<file path="src/rtl/rv32i_pkg.sv">
// RV32I encoding constants shared by the instruction encoder and its bench:
// the bundle format codes, the major opcodes and the bit positions of the common fields.
package rv32i_pkg;

    typedef enum logic [2:0] {
        FMT_R = 3'd0,
        FMT_I = 3'd1,
        FMT_S = 3'd2,
        FMT_B = 3'd3,
        FMT_U = 3'd4,
        FMT_J = 3'd5
    } fmt_e;

    localparam logic [6:0] OPC_LOAD   = 7'h03;
    localparam logic [6:0] OPC_OP_IMM = 7'h13;
    localparam logic [6:0] OPC_AUIPC  = 7'h17;
    localparam logic [6:0] OPC_STORE  = 7'h23;
    localparam logic [6:0] OPC_OP     = 7'h33;
    localparam logic [6:0] OPC_LUI    = 7'h37;
    localparam logic [6:0] OPC_BRANCH = 7'h63;
    localparam logic [6:0] OPC_JALR   = 7'h67;
    localparam logic [6:0] OPC_JAL    = 7'h6F;

    localparam int OPCODE_LSB = 0;
    localparam int RD_LSB     = 7;
    localparam int FUNCT3_LSB = 12;
    localparam int RS1_LSB    = 15;
    localparam int RS2_LSB    = 20;
    localparam int FUNCT7_LSB = 25;

endpackage

</file>
<file path="src/rtl/instruction_encoder_if.sv">
// Session control, field-bundle handshake and instruction-memory write port of the encoder.
// The master side supplies bundles and accepts memory writes; the encoder is the slave.
interface instruction_encoder_if #(
    parameter int IMEM_AW = 10
);
    logic               start;
    logic [IMEM_AW-1:0] base_addr;
    logic               in_valid;
    logic               in_ready;
    logic               last;
    logic [2:0]         fmt;
    logic [6:0]         opcode;
    logic [4:0]         rd;
    logic [4:0]         rs1;
    logic [4:0]         rs2;
    logic [2:0]         funct3;
    logic [6:0]         funct7;
    logic [31:0]        imm;
    logic               imem_we;
    logic [IMEM_AW-1:0] imem_addr;
    logic [31:0]        imem_wdata;
    logic               imem_ready;
    logic               busy;
    logic               done;
    logic               err;

    modport master (
        output start, base_addr, in_valid, last, fmt, opcode, rd, rs1, rs2,
               funct3, funct7, imm, imem_ready,
        input  in_ready, imem_we, imem_addr, imem_wdata, busy, done, err
    );

    modport slave (
        input  start, base_addr, in_valid, last, fmt, opcode, rd, rs1, rs2,
               funct3, funct7, imm, imem_ready,
        output in_ready, imem_we, imem_addr, imem_wdata, busy, done, err
    );

endinterface

</file>
<file path="src/rtl/instruction_encoder_sync_fifo.sv">
// Single-clock FIFO buffering encoded words between bundle acceptance and the memory
// output register. Push on full and pop on empty are ignored.
module sync_fifo #(
    parameter int DEPTH = 4,
    parameter int WIDTH = 32
) (
    input  logic             clk,
    input  logic             rst_n,
    input  logic             push,
    input  logic [WIDTH-1:0] wdata,
    input  logic             pop,
    output logic [WIDTH-1:0] rdata,
    output logic             full,
    output logic             empty
);
    localparam int PW = (DEPTH > 1) ? $clog2(DEPTH) : 1;
    localparam int CW = $clog2(DEPTH + 1);

    logic [WIDTH-1:0] mem [DEPTH];
    logic [PW-1:0]    wr_ptr_q, wr_ptr_d;
    logic [PW-1:0]    rd_ptr_q, rd_ptr_d;
    logic [CW-1:0]    count_q, count_d;
    logic             do_push, do_pop;

    function automatic logic [PW-1:0] ptr_inc(input logic [PW-1:0] p);
        return (p == PW'(DEPTH - 1)) ? '0 : p + 1'b1;
    endfunction

    assign full    = (count_q == CW'(DEPTH));
    assign empty   = (count_q == '0);
    assign do_push = push && !full;
    assign do_pop  = pop && !empty;
    assign rdata   = mem[rd_ptr_q];

    // NOTE: every always_comb output gets a default first so no path can infer a latch.
    always_comb begin
        wr_ptr_d = wr_ptr_q;
        rd_ptr_d = rd_ptr_q;
        count_d  = count_q;
        if (do_push) wr_ptr_d = ptr_inc(wr_ptr_q);
        if (do_pop)  rd_ptr_d = ptr_inc(rd_ptr_q);
        case ({do_push, do_pop})
            2'b10:   count_d = count_q + 1'b1;
            2'b01:   count_d = count_q - 1'b1;
            default: count_d = count_q;
        endcase
    end

    // NOTE: sequential state uses non-blocking assignments so every flop samples pre-edge values.
    always_ff @(posedge clk or negedge rst_n) begin
        if (!rst_n) begin
            wr_ptr_q <= '0;
            rd_ptr_q <= '0;
            count_q  <= '0;
        end else begin
            wr_ptr_q <= wr_ptr_d;
            rd_ptr_q <= rd_ptr_d;
            count_q  <= count_d;
        end
    end

    // NOTE: storage is deliberately not reset; the pointers and count alone define validity.
    always_ff @(posedge clk) begin
        if (do_push) mem[wr_ptr_q] <= wdata;
    end

endmodule

</file>
<file path="src/rtl/instruction_encoder.sv">
// Packs RV32I field bundles into 32-bit instruction words, range-checks immediates and
// streams accepted words into instruction memory from a base address, one per cycle.
module instruction_encoder
    import rv32i_pkg::*;
#(
    parameter int FIFO_DEPTH = 4,
    parameter int IMEM_AW    = 10
) (
    input logic                  clk,
    input logic                  rst_n,
    instruction_encoder_if.slave bus
);
    typedef enum logic [1:0] {ST_IDLE, ST_LOAD, ST_DRAIN, ST_DONE} state_e;

    state_e             state_q, state_d;
    logic [IMEM_AW-1:0] addr_cnt_q, addr_cnt_d;
    logic               imem_we_q, imem_we_d;
    logic [IMEM_AW-1:0] imem_addr_q, imem_addr_d;
    logic [31:0]        imem_wdata_q, imem_wdata_d;
    logic               busy_q, busy_d;
    logic               done_q, done_d;
    logic               err_q, err_d;

    logic [31:0] enc_word;
    logic        range_err;
    logic        in_ready, accept;
    logic        fifo_push, fifo_pop, fifo_full, fifo_empty;
    logic [31:0] fifo_rdata;

    always_comb begin
        enc_word  = '0;
        range_err = 1'b0;
        enc_word[OPCODE_LSB +: 7] = bus.opcode;
        case (bus.fmt)
            FMT_R: begin
                enc_word[RD_LSB +: 5]     = bus.rd;
                enc_word[FUNCT3_LSB +: 3] = bus.funct3;
                enc_word[RS1_LSB +: 5]    = bus.rs1;
                enc_word[RS2_LSB +: 5]    = bus.rs2;
                enc_word[FUNCT7_LSB +: 7] = bus.funct7;
            end
            FMT_I: begin
                enc_word[RD_LSB +: 5]     = bus.rd;
                enc_word[FUNCT3_LSB +: 3] = bus.funct3;
                enc_word[RS1_LSB +: 5]    = bus.rs1;
                enc_word[31:20]           = bus.imm[11:0];
                range_err = (bus.imm[31:11] != {21{bus.imm[11]}});
            end
            FMT_S: begin
                enc_word[FUNCT3_LSB +: 3] = bus.funct3;
                enc_word[RS1_LSB +: 5]    = bus.rs1;
                enc_word[RS2_LSB +: 5]    = bus.rs2;
                enc_word[31:25]           = bus.imm[11:5];
                enc_word[11:7]            = bus.imm[4:0];
                range_err = (bus.imm[31:11] != {21{bus.imm[11]}});
            end
            FMT_B: begin
                enc_word[FUNCT3_LSB +: 3] = bus.funct3;
                enc_word[RS1_LSB +: 5]    = bus.rs1;
                enc_word[RS2_LSB +: 5]    = bus.rs2;
                enc_word[31]              = bus.imm[12];
                enc_word[30:25]           = bus.imm[10:5];
                enc_word[11:8]            = bus.imm[4:1];
                enc_word[7]               = bus.imm[11];
                range_err = (bus.imm[31:12] != {20{bus.imm[12]}}) || bus.imm[0];
            end
            FMT_U: begin
                enc_word[RD_LSB +: 5] = bus.rd;
                enc_word[31:12]       = bus.imm[31:12];
                range_err = (bus.imm[11:0] != 12'd0);
            end
            FMT_J: begin
                enc_word[RD_LSB +: 5] = bus.rd;
                enc_word[31]          = bus.imm[20];
                enc_word[30:21]       = bus.imm[10:1];
                enc_word[20]          = bus.imm[11];
                enc_word[19:12]       = bus.imm[19:12];
                range_err = (bus.imm[31:20] != {12{bus.imm[20]}}) || bus.imm[0];
            end
            default: range_err = 1'b1;
        endcase
    end

    // Dropped bundles still count as accepted so a bad last bundle ends the session.
    assign in_ready  = (state_q == ST_LOAD) && !fifo_full;
    assign accept    = bus.in_valid && in_ready;
    assign fifo_push = accept && !range_err;
    assign fifo_pop  = !fifo_empty && (!imem_we_q || bus.imem_ready);

    sync_fifo #(
        .DEPTH (FIFO_DEPTH),
        .WIDTH (32)
    ) u_fifo (
        .clk   (clk),
        .rst_n (rst_n),
        .push  (fifo_push),
        .wdata (enc_word),
        .pop   (fifo_pop),
        .rdata (fifo_rdata),
        .full  (fifo_full),
        .empty (fifo_empty)
    );

    always_comb begin
        state_d      = state_q;
        addr_cnt_d   = addr_cnt_q;
        err_d        = err_q;
        imem_we_d    = imem_we_q && !bus.imem_ready;
        imem_addr_d  = imem_addr_q;
        imem_wdata_d = imem_wdata_q;

        // The output register reloads in the same cycle its word completes.
        if (fifo_pop) begin
            imem_we_d    = 1'b1;
            imem_addr_d  = addr_cnt_q;
            imem_wdata_d = fifo_rdata;
            addr_cnt_d   = addr_cnt_q + 1'b1;
        end

        case (state_q)
            ST_IDLE: begin
                if (bus.start) begin
                    state_d    = ST_LOAD;
                    addr_cnt_d = bus.base_addr;
                    err_d      = 1'b0;
                end
            end
            ST_LOAD: begin
                if (accept) begin
                    if (range_err) err_d = 1'b1;
                    if (bus.last)  state_d = ST_DRAIN;
                end
            end
            ST_DRAIN: if (fifo_empty && !imem_we_q) state_d = ST_DONE;
            ST_DONE:  state_d = ST_IDLE;
            default:  state_d = ST_IDLE;
        endcase

        busy_d = (state_d == ST_LOAD) || (state_d == ST_DRAIN);
        done_d = (state_d == ST_DONE);
    end

    always_ff @(posedge clk or negedge rst_n) begin
        if (!rst_n) begin
            state_q      <= ST_IDLE;
            addr_cnt_q   <= '0;
            imem_we_q    <= 1'b0;
            imem_addr_q  <= '0;
            imem_wdata_q <= '0;
            busy_q       <= 1'b0;
            done_q       <= 1'b0;
            err_q        <= 1'b0;
        end else begin
            state_q      <= state_d;
            addr_cnt_q   <= addr_cnt_d;
            imem_we_q    <= imem_we_d;
            imem_addr_q  <= imem_addr_d;
            imem_wdata_q <= imem_wdata_d;
            busy_q       <= busy_d;
            done_q       <= done_d;
            err_q        <= err_d;
        end
    end

    assign bus.in_ready   = in_ready;
    assign bus.imem_we    = imem_we_q;
    assign bus.imem_addr  = imem_addr_q;
    assign bus.imem_wdata = imem_wdata_q;
    assign bus.busy       = busy_q;
    assign bus.done       = done_q;
    assign bus.err        = err_q;

endmodule
</file>
<file path="src/flat_wrapper.sv">
// flat-port wrapper written by rule: the top's interface ports become plain ports
module instruction_encoder_flat import rv32i_pkg::*;
#(
    parameter int FIFO_DEPTH = 4,
    parameter int IMEM_AW    = 10
)
  (clk, rst_n, bus_start, bus_base_addr, bus_in_valid, bus_last, bus_fmt, bus_opcode, bus_rd, bus_rs1, bus_rs2, bus_funct3, bus_funct7, bus_imm, bus_imem_ready, bus_in_ready, bus_imem_we, bus_imem_addr, bus_imem_wdata, bus_busy, bus_done, bus_err);
  instruction_encoder_if #(.IMEM_AW(IMEM_AW)) bus_i ();
  input logic clk;
  input logic rst_n;
  input wire logic [$bits(bus_i.start)-1:0] bus_start;
  input wire logic [$bits(bus_i.base_addr)-1:0] bus_base_addr;
  input wire logic [$bits(bus_i.in_valid)-1:0] bus_in_valid;
  input wire logic [$bits(bus_i.last)-1:0] bus_last;
  input wire logic [$bits(bus_i.fmt)-1:0] bus_fmt;
  input wire logic [$bits(bus_i.opcode)-1:0] bus_opcode;
  input wire logic [$bits(bus_i.rd)-1:0] bus_rd;
  input wire logic [$bits(bus_i.rs1)-1:0] bus_rs1;
  input wire logic [$bits(bus_i.rs2)-1:0] bus_rs2;
  input wire logic [$bits(bus_i.funct3)-1:0] bus_funct3;
  input wire logic [$bits(bus_i.funct7)-1:0] bus_funct7;
  input wire logic [$bits(bus_i.imm)-1:0] bus_imm;
  input wire logic [$bits(bus_i.imem_ready)-1:0] bus_imem_ready;
  output wire logic [$bits(bus_i.in_ready)-1:0] bus_in_ready;
  output wire logic [$bits(bus_i.imem_we)-1:0] bus_imem_we;
  output wire logic [$bits(bus_i.imem_addr)-1:0] bus_imem_addr;
  output wire logic [$bits(bus_i.imem_wdata)-1:0] bus_imem_wdata;
  output wire logic [$bits(bus_i.busy)-1:0] bus_busy;
  output wire logic [$bits(bus_i.done)-1:0] bus_done;
  output wire logic [$bits(bus_i.err)-1:0] bus_err;
  assign bus_i.start = bus_start;
  assign bus_i.base_addr = bus_base_addr;
  assign bus_i.in_valid = bus_in_valid;
  assign bus_i.last = bus_last;
  assign bus_i.fmt = bus_fmt;
  assign bus_i.opcode = bus_opcode;
  assign bus_i.rd = bus_rd;
  assign bus_i.rs1 = bus_rs1;
  assign bus_i.rs2 = bus_rs2;
  assign bus_i.funct3 = bus_funct3;
  assign bus_i.funct7 = bus_funct7;
  assign bus_i.imm = bus_imm;
  assign bus_i.imem_ready = bus_imem_ready;
  assign bus_in_ready = bus_i.in_ready;
  assign bus_imem_we = bus_i.imem_we;
  assign bus_imem_addr = bus_i.imem_addr;
  assign bus_imem_wdata = bus_i.imem_wdata;
  assign bus_busy = bus_i.busy;
  assign bus_done = bus_i.done;
  assign bus_err = bus_i.err;
  instruction_encoder #(.FIFO_DEPTH(FIFO_DEPTH), .IMEM_AW(IMEM_AW)) u_core (.clk(clk), .rst_n(rst_n), .bus(bus_i));
endmodule
</file>
<file path="config.mk">
export PLATFORM = sky130hd
export DESIGN_NAME = instruction_encoder_flat
export DESIGN_NICKNAME = d
export VERILOG_FILES = /design/src/rtl/rv32i_pkg.sv /design/src/rtl/instruction_encoder_if.sv /design/src/rtl/instruction_encoder_sync_fifo.sv /design/src/rtl/instruction_encoder.sv /design/src/flat_wrapper.sv
export SDC_FILE = /design/constraint.sdc
export NUM_CORES = 1
export LEC_CHECK = 0
export CORE_MARGIN = 3
export CORE_UTILIZATION = 60
export CTS_CLUSTER_DIAMETER = 120
export CTS_CLUSTER_SIZE = 30
export DETAILED_ROUTE_END_ITERATION = 6
export DONT_BUFFER_PORTS = 1
export PLACE_DENSITY = 0.76
export SETUP_SLACK_MARGIN = 0.02
export SLEW_MARGIN = 5
export SYNTH_ARGS = -nofsm -noshare
export SYNTH_HDL_FRONTEND = slang
export SYNTH_SLANG_ARGS = --single-unit
</file>
<file path="constraint.sdc">
create_clock -name clk -period 4.1 [get_ports clk]
set_clock_uncertainty 0.2 [all_clocks]
set_input_delay 0.205 -clock clk [delete_from_list [all_inputs] [get_ports clk]]
set_output_delay 0.205 -clock clk [all_outputs]
set_load 0.02 [all_outputs]
</file>
* After elaboration in Yosys (flattened, before gate mapping) *
Memory sizes are Yosys's and may differ from the RTL's. A register that Yosys moved wholly into a read port is not among the register bits.
Cells that the tools add are included.

operators by class
  add/sub/neg operators = 5
  equality and inequality tests = 22
  mux-type cells = 20
  reductions and logical operators = 26

operator list
  operator                                                               number
  25-bit one-hot mux with 6 select lines                                 1
  10-bit 2-to-1 mux                                                      3
  20-bit != test                                                         1
  19-bit != test                                                         1
  2-bit equality test, second input constant                             7
  2-bit 2-to-1 mux                                                       6
  12-bit nonzero test                                                    1
  11-bit != test                                                         1
  10-bit by 1-bit adder with 10-bit output, second input constant        1
  3-bit equality test, second input constant                             3
  1-bit logical AND                                                      8
  2-bit one-hot mux with 4 select lines                                  1
  2-bit by 1-bit equality test with 1-bit output, second input constant  3
  3-bit by 2-bit equality test with 1-bit output, second input constant  2
  1-bit logical NOT                                                      6
  3-bit logical NOT                                                      2
  1-bit 2-to-1 mux                                                       6
  3-bit one-hot mux with 2 select lines                                  1
  1-bit one-hot mux with 5 select lines                                  1
  2-bit by 1-bit adder with 2-bit output, second input constant          2
  1-bit logical OR                                                       4
  2-bit by 1-bit != test with 1-bit output, second input constant        2
  4-bit AND reduction                                                    1
  2-bit nonzero test                                                     2
  other kinds (7)                                                        7

word-level totals
  output and inout port bits = 47
  logic and storage cells = 84
  memories = 1
  flip-flop bits (word level) = 33
  RAM bits = 128
  bits of input ports = 83

memory list
  name               words  bits a word  read ports  clocked after Yosys merged registers in  wr ports  line                                 text
  u_core.u_fifo.mem  4      32           1           1                                        1         instruction_encoder_sync_fifo.sv:19  logic [WIDTH-1:0] mem [DEPTH];

* Longest topological paths before layout *
Gate-level depths: netlist (run 1).

  depth in word-level cells = 8
  depth in mapped cells = 11
  mapped depth without buffers = 10

* Cells and area by module *
A second synthesis (run 1) with hierarchy kept.

unflattened totals
  cell total of the unflattened synthesis = 527
  area, all modules = 8277.9 um^2

modules (own cells, without submodules)
  module               cells each  sequential area each (um^2)  area an instance (um^2)  instances
  sync_fifo            208         4018.9                       5116.2                   1
  instruction_encoder  319         1451.4                       3161.8                   1

* Worst setup path after synthesis (run 1) *
Ideal clock, no wire load.

  path kind = input-to-reg
  from = input port bus_imm[12]
  to = memory u_core.u_fifo.mem[0][0], enable pin
  setup slack = 0.679 ns
  arrival = 2.800 ns
  data required time = 3.479 ns
  cell stages on the path = 7
  setup time = 0.421 ns
  path buffers = 1
  path through = buf_2 or4_4 nor4_2 nand2_1 a211oi_2 o211ai_4 nor2_1

between the ends
  longest elaborated chain between the ends = 8
  elaborated cells between the ends (all ways) = 9

RTL lines
  element                                   line                                 text
  start: declaration                        flat_wrapper.sv:22                   input wire logic [$bits(bus_i.imm)-1:0] bus_imm;
  19-bit != test                            instruction_encoder.sv:65            range_err = (bus.imm[31:12] != {20{bus.imm[12]}}) || bus.imm[0];
  1-bit logical OR                          instruction_encoder.sv:65
  1-bit one-hot mux with 5 select lines *   instruction_encoder.sv:34            case (bus.fmt)
  1-bit logical NOT *                       instruction_encoder.sv:87            assign fifo_push = accept && !range_err;
  1-bit logical AND *                       instruction_encoder.sv:87
  1-bit logical AND *                       instruction_encoder_sync_fifo.sv:31  assign do_push = push && !full;
  1-bit 2-to-1 mux *                        instruction_encoder_sync_fifo.sv:64  if (do_push) mem[wr_ptr_q] <= wdata;
  1-bit 2-to-1 mux (implied by the code) *  instruction_encoder_sync_fifo.sv:64
  end: declaration                          instruction_encoder_sync_fifo.sv:19

Mark *: on every way between the ends. The rest lies on a longest branch, timed or not.

* Worst setup path in the final report (run 1) *
  from = register u_core.state_q[1]
  to = register u_core.u_fifo.count_q[2]

between the ends
  longest elaborated chain between the ends = 7
  elaborated cells between the ends (all ways) = 9

RTL lines
  element                                                                                line                                 text
  start: declaration                                                                     instruction_encoder.sv:15            state_e state_q, state_d;
  start signal: assignment                                                               instruction_encoder.sv:154           state_q <= state_d;
  2-bit by 1-bit equality test with 1-bit output *                                       instruction_encoder.sv:85            assign in_ready = (state_q == ST_LOAD) && !fifo_full;
  1-bit logical AND *                                                                    instruction_encoder.sv:85
  net bus_in_ready                                                                       flat_wrapper.sv:24                   output wire logic [$bits(bus_i.in_ready)-1:0] bus_in_ready;
  1-bit logical AND *                                                                    instruction_encoder.sv:86            assign accept = bus.in_valid && in_ready;
  1-bit logical AND *                                                                    instruction_encoder.sv:87
  1-bit logical AND *                                                                    instruction_encoder_sync_fifo.sv:31
  2-bit by 1-bit equality test with 1-bit output or 2-bit equality test (tied branches)  instruction_encoder_sync_fifo.sv:42  case ({do_push, do_pop})
  3-bit one-hot mux with 2 select lines or 2-bit nonzero test (tied branches)            n/a
  end signal: assignment                                                                 instruction_encoder_sync_fifo.sv:58  count_q <= count_d;
  end: declaration                                                                       instruction_encoder_sync_fifo.sv:22  logic [CW-1:0] count_q, count_d;

The timed path passes the listed nets; every way through them passes the cells marked *.
A chain may end at the register's enable or synchronous reset.

==> results of run 1 <==
critical path, cell delays in order, from the launching register on:
cell and delay (ps):
dfrtp_1 410, inv_1 100, o311a_1 310, and2_1 270, and2_1 200, o211ai_4 200, ha_1 310, fa_1 440
xnor2_1 160, nor2_1 60, xnor2_1 120
cell usage in the layout (no fill, tap or decap), types with 2 or more instances in the layout:
| cell | n |
|---|---|
| clkinvlp_4 | 2 |
| clkbuf_8 | 3 |
| dfrtp_1 | 64 |
| o21ai_0 | 20 |
| ha_1 | 8 |
| a31oi_1 | 2 |
| nand3b_1 | 2 |
| inv_4 | 3 |
| and2_1 | 2 |
| o22ai_1 | 7 |
| nor4_1 | 6 |
| and3_1 | 2 |
| nand2_1 | 29 |
| edfxtp_1 | 128 |
| xnor2_1 | 7 |
| mux4_2 | 32 |
| dlygate4sd3_1 | 53 |
| nor2_1 | 17 |
| buf_4 | 6 |
| o311a_1 | 2 |
| clkinv_2 | 2 |
| o2111ai_1 | 2 |
| mux2_2 | 47 |
| inv_1 | 15 |
| xor2_1 | 5 |
| mux2i_1 | 5 |
| nor3_1 | 4 |
| nor2b_1 | 2 |
| a22o_1 | 14 |
| a22oi_1 | 16 |
| a21oi_1 | 3 |
| clkbuf_16 | 19 |
| nor2_4 | 4 |
| mux2_4 | 2 |
| clkbuf_1 | 2 |
| nand4_1 | 3 |
| nand3_1 | 7 |
kinds of logic after synthesis:
group	count (synthesis)
flip-flops	193
multiplexers	86
AND/OR/NAND/NOR	86
AO/OA/AOI/OAI	77
buffers and inverters	40
XOR/XNOR	12
adder cells (fa/ha/maj)	9
area by class of cell:
type / instances / share of cell area [%]
timing repair buffer: 60 / 6.340
sequential: 193 / 57.52
inverter: 15 / 0.5919
clock buffer: 24 / 5.512
multi-input combinational: 270 / 27.22
tap: 176 / 2.315
clock inverter: 8 / 0.4999
repair_timing:
item / in CTS / in global routing
gates resized for setup: 0 / 0
hold endpoints to repair: 205 / 0
hold buffers: 54 / 0
routing by layer:
| layer | global-route usage [%] | share of wire, % | routed length (um) |
|---|---|---|---|
| met1 | 32.00 | 38 | 6685 |
| met2 | 40.45 | 53 | 9191 |
| met3 | 6.820 | 6.7 | 1169 |
| met4 | 6.858 | 2.0 | 356 |
| met5 | 0 | 0 | 0 |
sequential cells by signal (all words and copies together) (netlist names), 2 cells and up:
signal / count
u_core.addr_cnt_q: 10
u_core.bus.imem_addr: 10
u_core.bus.imem_wdata: 32
u_core.state_q: 2
u_core.u_fifo.count_q: 3
u_core.u_fifo.mem: 128
u_core.u_fifo.rd_ptr_q: 2
u_core.u_fifo.wr_ptr_q: 2
worst min-delay path by stage:
stage | from | end | cells past startpoint
final | bus_rs2[2] | u_core.u_fifo.mem[2][22]$_DFFE_PP_ | 2
after global routing | bus_rs2[2] | u_core.u_fifo.mem[2][22]$_DFFE_PP_ | 2
after CTS | bus_funct7[6] | u_core.u_fifo.mem[0][31]$_DFFE_PP_ | 2
after detailed placement | rst_n | u_core.bus.imem_addr[8]$_DFFE_PN0P_ | 0
after global placement | rst_n | u_core.bus.imem_addr[5]$_DFFE_PN0P_ | 0
after floorplan | rst_n | u_core.addr_cnt_q[0]$_DFF_PN0_ | 0
metrics by stage:
step                total power [W]  hold WS [ps]  std cells  setup slack, ps  utilization, %
floorplan                  0.004167        -290.6        503            678.9               -
global placement           0.004455        -288.4        660             1180           63.04
detailed placement         0.004530        -288.3        660             1120           63.04
CTS                        0.006162         7.768        746             1163           71.54
global route               0.006402         9.215        746             1061           71.54
finish                     0.006111         14.56        746             1190           71.54
power by group through the flow:
stage	Combinational [W]	Sequential, W	Clock [W]
after floorplan	0.00117	0.00300	0
after global placement	0.00128	0.00318	0
after detailed placement	0.00133	0.00320	0
after CTS	0.00141	0.00316	0.00160
after global routing	0.00153	0.00321	0.00166
final	0.00140	0.00315	0.00157
==> run metrics, run 1 <==
status completed; Die X 122.8 um; max-slew violations 0; Post-Syn Instances 503; hpwl dp 10780 um; Post-Syn Nets 595; asr flop ratio synth 33.68%; Hold Crit Class input pin to flop; flops & latches, synth 193; Post-synth EDFFs 128; site row count 42; max_cap viols 0; antenna violations before repair 0; via count 4696; num ports 130; Synth Area in Adders 1.469%; die height 122.8 um; Yosys cell types 51; Slew @ Worst Pin 1154 ps; switching power 0.001939 W; CTS tree done; RePlAce Congestion 0.8838; dpl cell area 8382 sq um; simple logic cell fraction of the synthesized area 5.216%; Synth Area in Compound Gates 6.853%; count leader, synth edfxtp_1; share of power burned in registers 51.5%; Final Cycle Share 70.98%; Global Route Usage Sum 24.39%; Multi-input gate area 2589 sq um; mux cell area share after synthesis 16.26%; Synth Flop Type edfxtp_1; Synth top cells by count 128 x edfxtp_1, 65 x dfrtp_1, 47 x mux2_2; Worst setup SP type flop; Crit Path Max Fanout 7; core region area 13300 sq um; sequential fraction of the synthesis area 66.88%; Rel. slew slack 23.03%; CTS max path bufs 2; xor and xnor area share after synthesis 1.285%; Setup TNS 0 ps; Pint 0.004172 W; Worst-Skew Late Latency 430 ps; final worst path period need 2910 ps; total CTS buffers 17; Syn Area/Cell 16.26 sq um; Worst-path clk slew 60 ps; FF-to-FF setup slack 1190 ps; worst reg2reg path startpoint u_core.state_q[1]$_DFF_PN0_; Routed Antenna Nets 0; crit path kind flop to flop; # diodes 0; CP Data Arrival Time 3020 ps; top-area cell type share of the netlist area 46.99%; largest net degree at the start of global routing 66; CTS sink cnt 193; DR vias/cell 6.295; layout cells sized above 1 23.16%; # port buffers 0; worst reg-to-reg path cell count 10; Starting DRT DRC Count 484; CP Capture Point u_core.u_fifo.count_q[2]$_DFFE_PN0P_; Hold Vio Cnt, Final 0; Layout area overhead 16.29%; maximum vdd ir drop 0.3652 mV; total setup buffers inserted after CTS 0; Root Buffer clkbuf_16; Worst R2R End u_core.u_fifo.count_q[2]$_DFFE_PN0P_; total wire length 17400 um; largest family of logic cells by synthesized area multiplexers; leading area contributor after synthesis edfxtp_1; Overflow after GRT 0; crit path from u_core.state_q[1]$_DFF_PN0_; mapped cell area 8179 sq um; synth warn 0; Max Fclk 343.6 MHz; power share of the combinational group 22.8%; Pleak 3.370 nW; 1st-pass router iterations 5; Design Area, Final 9512 sq um; CTS H-tree depth 4; ranking of synthesized cells by area edfxtp_1 47%, dfrtp_1 20%, mux4_2 8.8%, mux2_2 6.5%, a22o_1 1.5%; first-pass GRT wire length 26900 um; sw frac 31.73%; RSZ-0062 raised after global routing no; Initial Util 61.52%; drt wl/cell 23.33 um; die area 15070 sq um; DRC Markers 0; Critical Path RT 4210 ps; P per Cell Area 642.4 nW/um^2; Storage cell area 5472 sq um; vias in the first global route 4773; Critical Path End Type flop; clock network fraction of design power 25.6%; layout net count 649; Filler cells 817; endpoints failing setup 0
Note: power is estimated with default switching activity, not from simulation.
==> inputs of run 2 (changes only) <==
==> constraint.sdc (replaced) <==
create_clock -name clk -period 2.7 [get_ports clk]
set_clock_uncertainty 0.2 [all_clocks]
set_input_delay 0.135 -clock clk [delete_from_list [all_inputs] [get_ports clk]]
set_output_delay 0.135 -clock clk [all_outputs]
set_load 0.02 [all_outputs]
==> run metrics, run 2 (same netlist as run 1, synthesis figures left out) <==
status finished, violations left; failing checks hold timing; wl on met1 6997 um; site row count 42; Critical Path End Type flop; Filler cells 768; Worst setup SP type flop; RePlAce Congestion 0.9364; critical path's largest stage delay 450 ps; total wire length 18660 um; Worst-Skew Late Latency 430 ps; Top reg by flops u_core.u_fifo.mem; CP most frequent cell xnor2_1; total CTS buffers 17; Routed Antenna Nets 0; die area 15070 sq um; Worst-path clk slew 60 ps; Global Route Usage Sum 26.01%; total setup buffers inserted after CTS 0; antenna violations before repair 0; largest net degree at the start of global routing 66; Max Fclk 382.0 MHz; Min Hold Slack -11.71 ps; Hold Crit Class input pin to flop; # port buffers 0; non-filler instance count after layout 776; vias in the first global route 5214; Met2 Wirelength 9633 um; Starting DRT DRC Count 615; Final Cycle Share 96.95%; die height 122.8 um; met3 wire length 1514 um; CTS tree done; commonest non-fill, non-tap cell in the layout edfxtp_1; Multi-input gate area 2590 sq um; Root Buffer clkbuf_16; crit path cell chain inv_1, o311a_1, and2_2, and2_1, o211ai_4, ha_1, fa_1, xnor2_1, nor2_1, xnor2_1; num ports 130; 1st-pass router iterations 6; first-pass GRT wire length 28840 um; CTS max path bufs 2; max FFs per register 128; hpwl dp 11260 um; Slew @ Worst Pin 720.3 ps; # diodes 0; Hold Vio Cnt, Final 4; RSZ-0062 raised after global routing yes; slowest library cell on the worst path fa_1; Initial Util 61.52%; maximum vdd ir drop 0.6354 mV; drt wl/cell 24.05 um; PnR worst setup slack 82.48 ps; crit path kind flop to flop; via count 5004; Placement Setup Slack -88.10 ps; Rel. slew slack 51.80%; DR vias/cell 6.448; Overflow after GRT 0; Crit Path Max Fanout 3; Worst Path Buf+Inv 1; max-slew violations 0; max layer used met4; most frequent cells in the layout 128 x edfxtp_1, 70 x dlygate4sd3_1, 64 x dfrtp_1, 47 x mux2_2, 32 x mux4_2; CP Data Arrival Time 2730 ps; CTS sink cnt 193; Pleak 3.521 nW; CTS H-tree depth 4; Post-Place Cells 673; final worst path period need 2618 ps; core region area 13300 sq um; Die X 122.8 um; max_cap viols 0; gate family responsible for the most delay along the worst path adder cells; Critical Path RT 2820 ps; endpoints failing setup 0; layout net count 679; P per Cell Area 971.1 nW/um^2; DRC Markers 0; layout cells sized above 1 24.33%; Storage cell area 5472 sq um; Layout area overhead 20.56%
run 2: area by class of cell:
cell class                      count  share of cell area (%)
Inverter                           15                  0.5710
Clock inverter                     11                   1.142
Tap cell                          176                   2.233
Multi-Input combinational cell    270                   26.27
Clock buffer                       21                   4.669
Timing Repair Buffer               90                   9.631
Sequential cell                   193                   55.49
run 2: report_power, final:
part | total, W | switching [W] | internal [W]
Clock | 0.00244 | 0.00104 | 0.00140
Sequential | 0.00473 | 0.000948 | 0.00378
Combinational | 0.00241 | 0.00105 | 0.00135
run 2: what timing repair did:
action                                  CTS  global route
endpoints found under the setup margin    0             3
resized for setup                         0             2
hold buffers                             71             0
hold endpoints to repair                209             0
run 2: worst register-to-register path: cells and delay by family (launching register included):
family	cells	cell delay (ps)
AND/OR/NAND/NOR	3	460
adder cells (fa/ha/maj)	2	710
buffers and inverters	1	110
flip-flops	1	430
AO/OA/AOI/OAI	2	310
XOR/XNOR	2	290
run 2: final timing paths:
path                                                start                                    end  slack, ps  depth (start not counted)
min in group asynchronous                           rst_n    u_core.bus.imem_addr[6]$_DFFE_PN0P_         40                          2
min reg2reg                u_core.addr_cnt_q[9]$_DFF_PN0_    u_core.bus.imem_addr[9]$_DFFE_PN0P_        340                          1
max in group asynchronous                           rst_n  u_core.u_fifo.rd_ptr_q[0]$_DFFE_PN0P_       1970                          2
max                           u_core.state_q[1]$_DFF_PN0_   u_core.u_fifo.count_q[2]$_DFFE_PN0P_         80                         10
max reg2reg                   u_core.state_q[1]$_DFF_PN0_   u_core.u_fifo.count_q[2]$_DFFE_PN0P_         80                         10
min                                            bus_fmt[1]     u_core.u_fifo.mem[3][28]$_DFFE_PP_        -10                          2
run 2: routing by layer:
metal / GRT usage [%] / up-vias
met1: 32.87 / 2540
met2: 43.18 / 273
met5: 0 / -
li1: - / 2139
met4: 9.867 / 0
met3: 7.235 / 52
run 2: metrics by stage:
step           utilization, %  cell area (sq um)  hold slack (ps)  power (W)  setup TNS, ps
6_report                74.17               9861           -11.71   0.009576              0
3_3_place_gp            64.34               8554           -359.3   0.006884              0
2_1_floorplan               -               8189           -360.6   0.006333         -17690
3_5_place_dp            64.34               8554           -359.5   0.007006         -108.6
4_1_cts                 74.13               9856            7.186   0.009586              0
5_1_grt                 74.17               9861            31.31    0.01002         -42.88
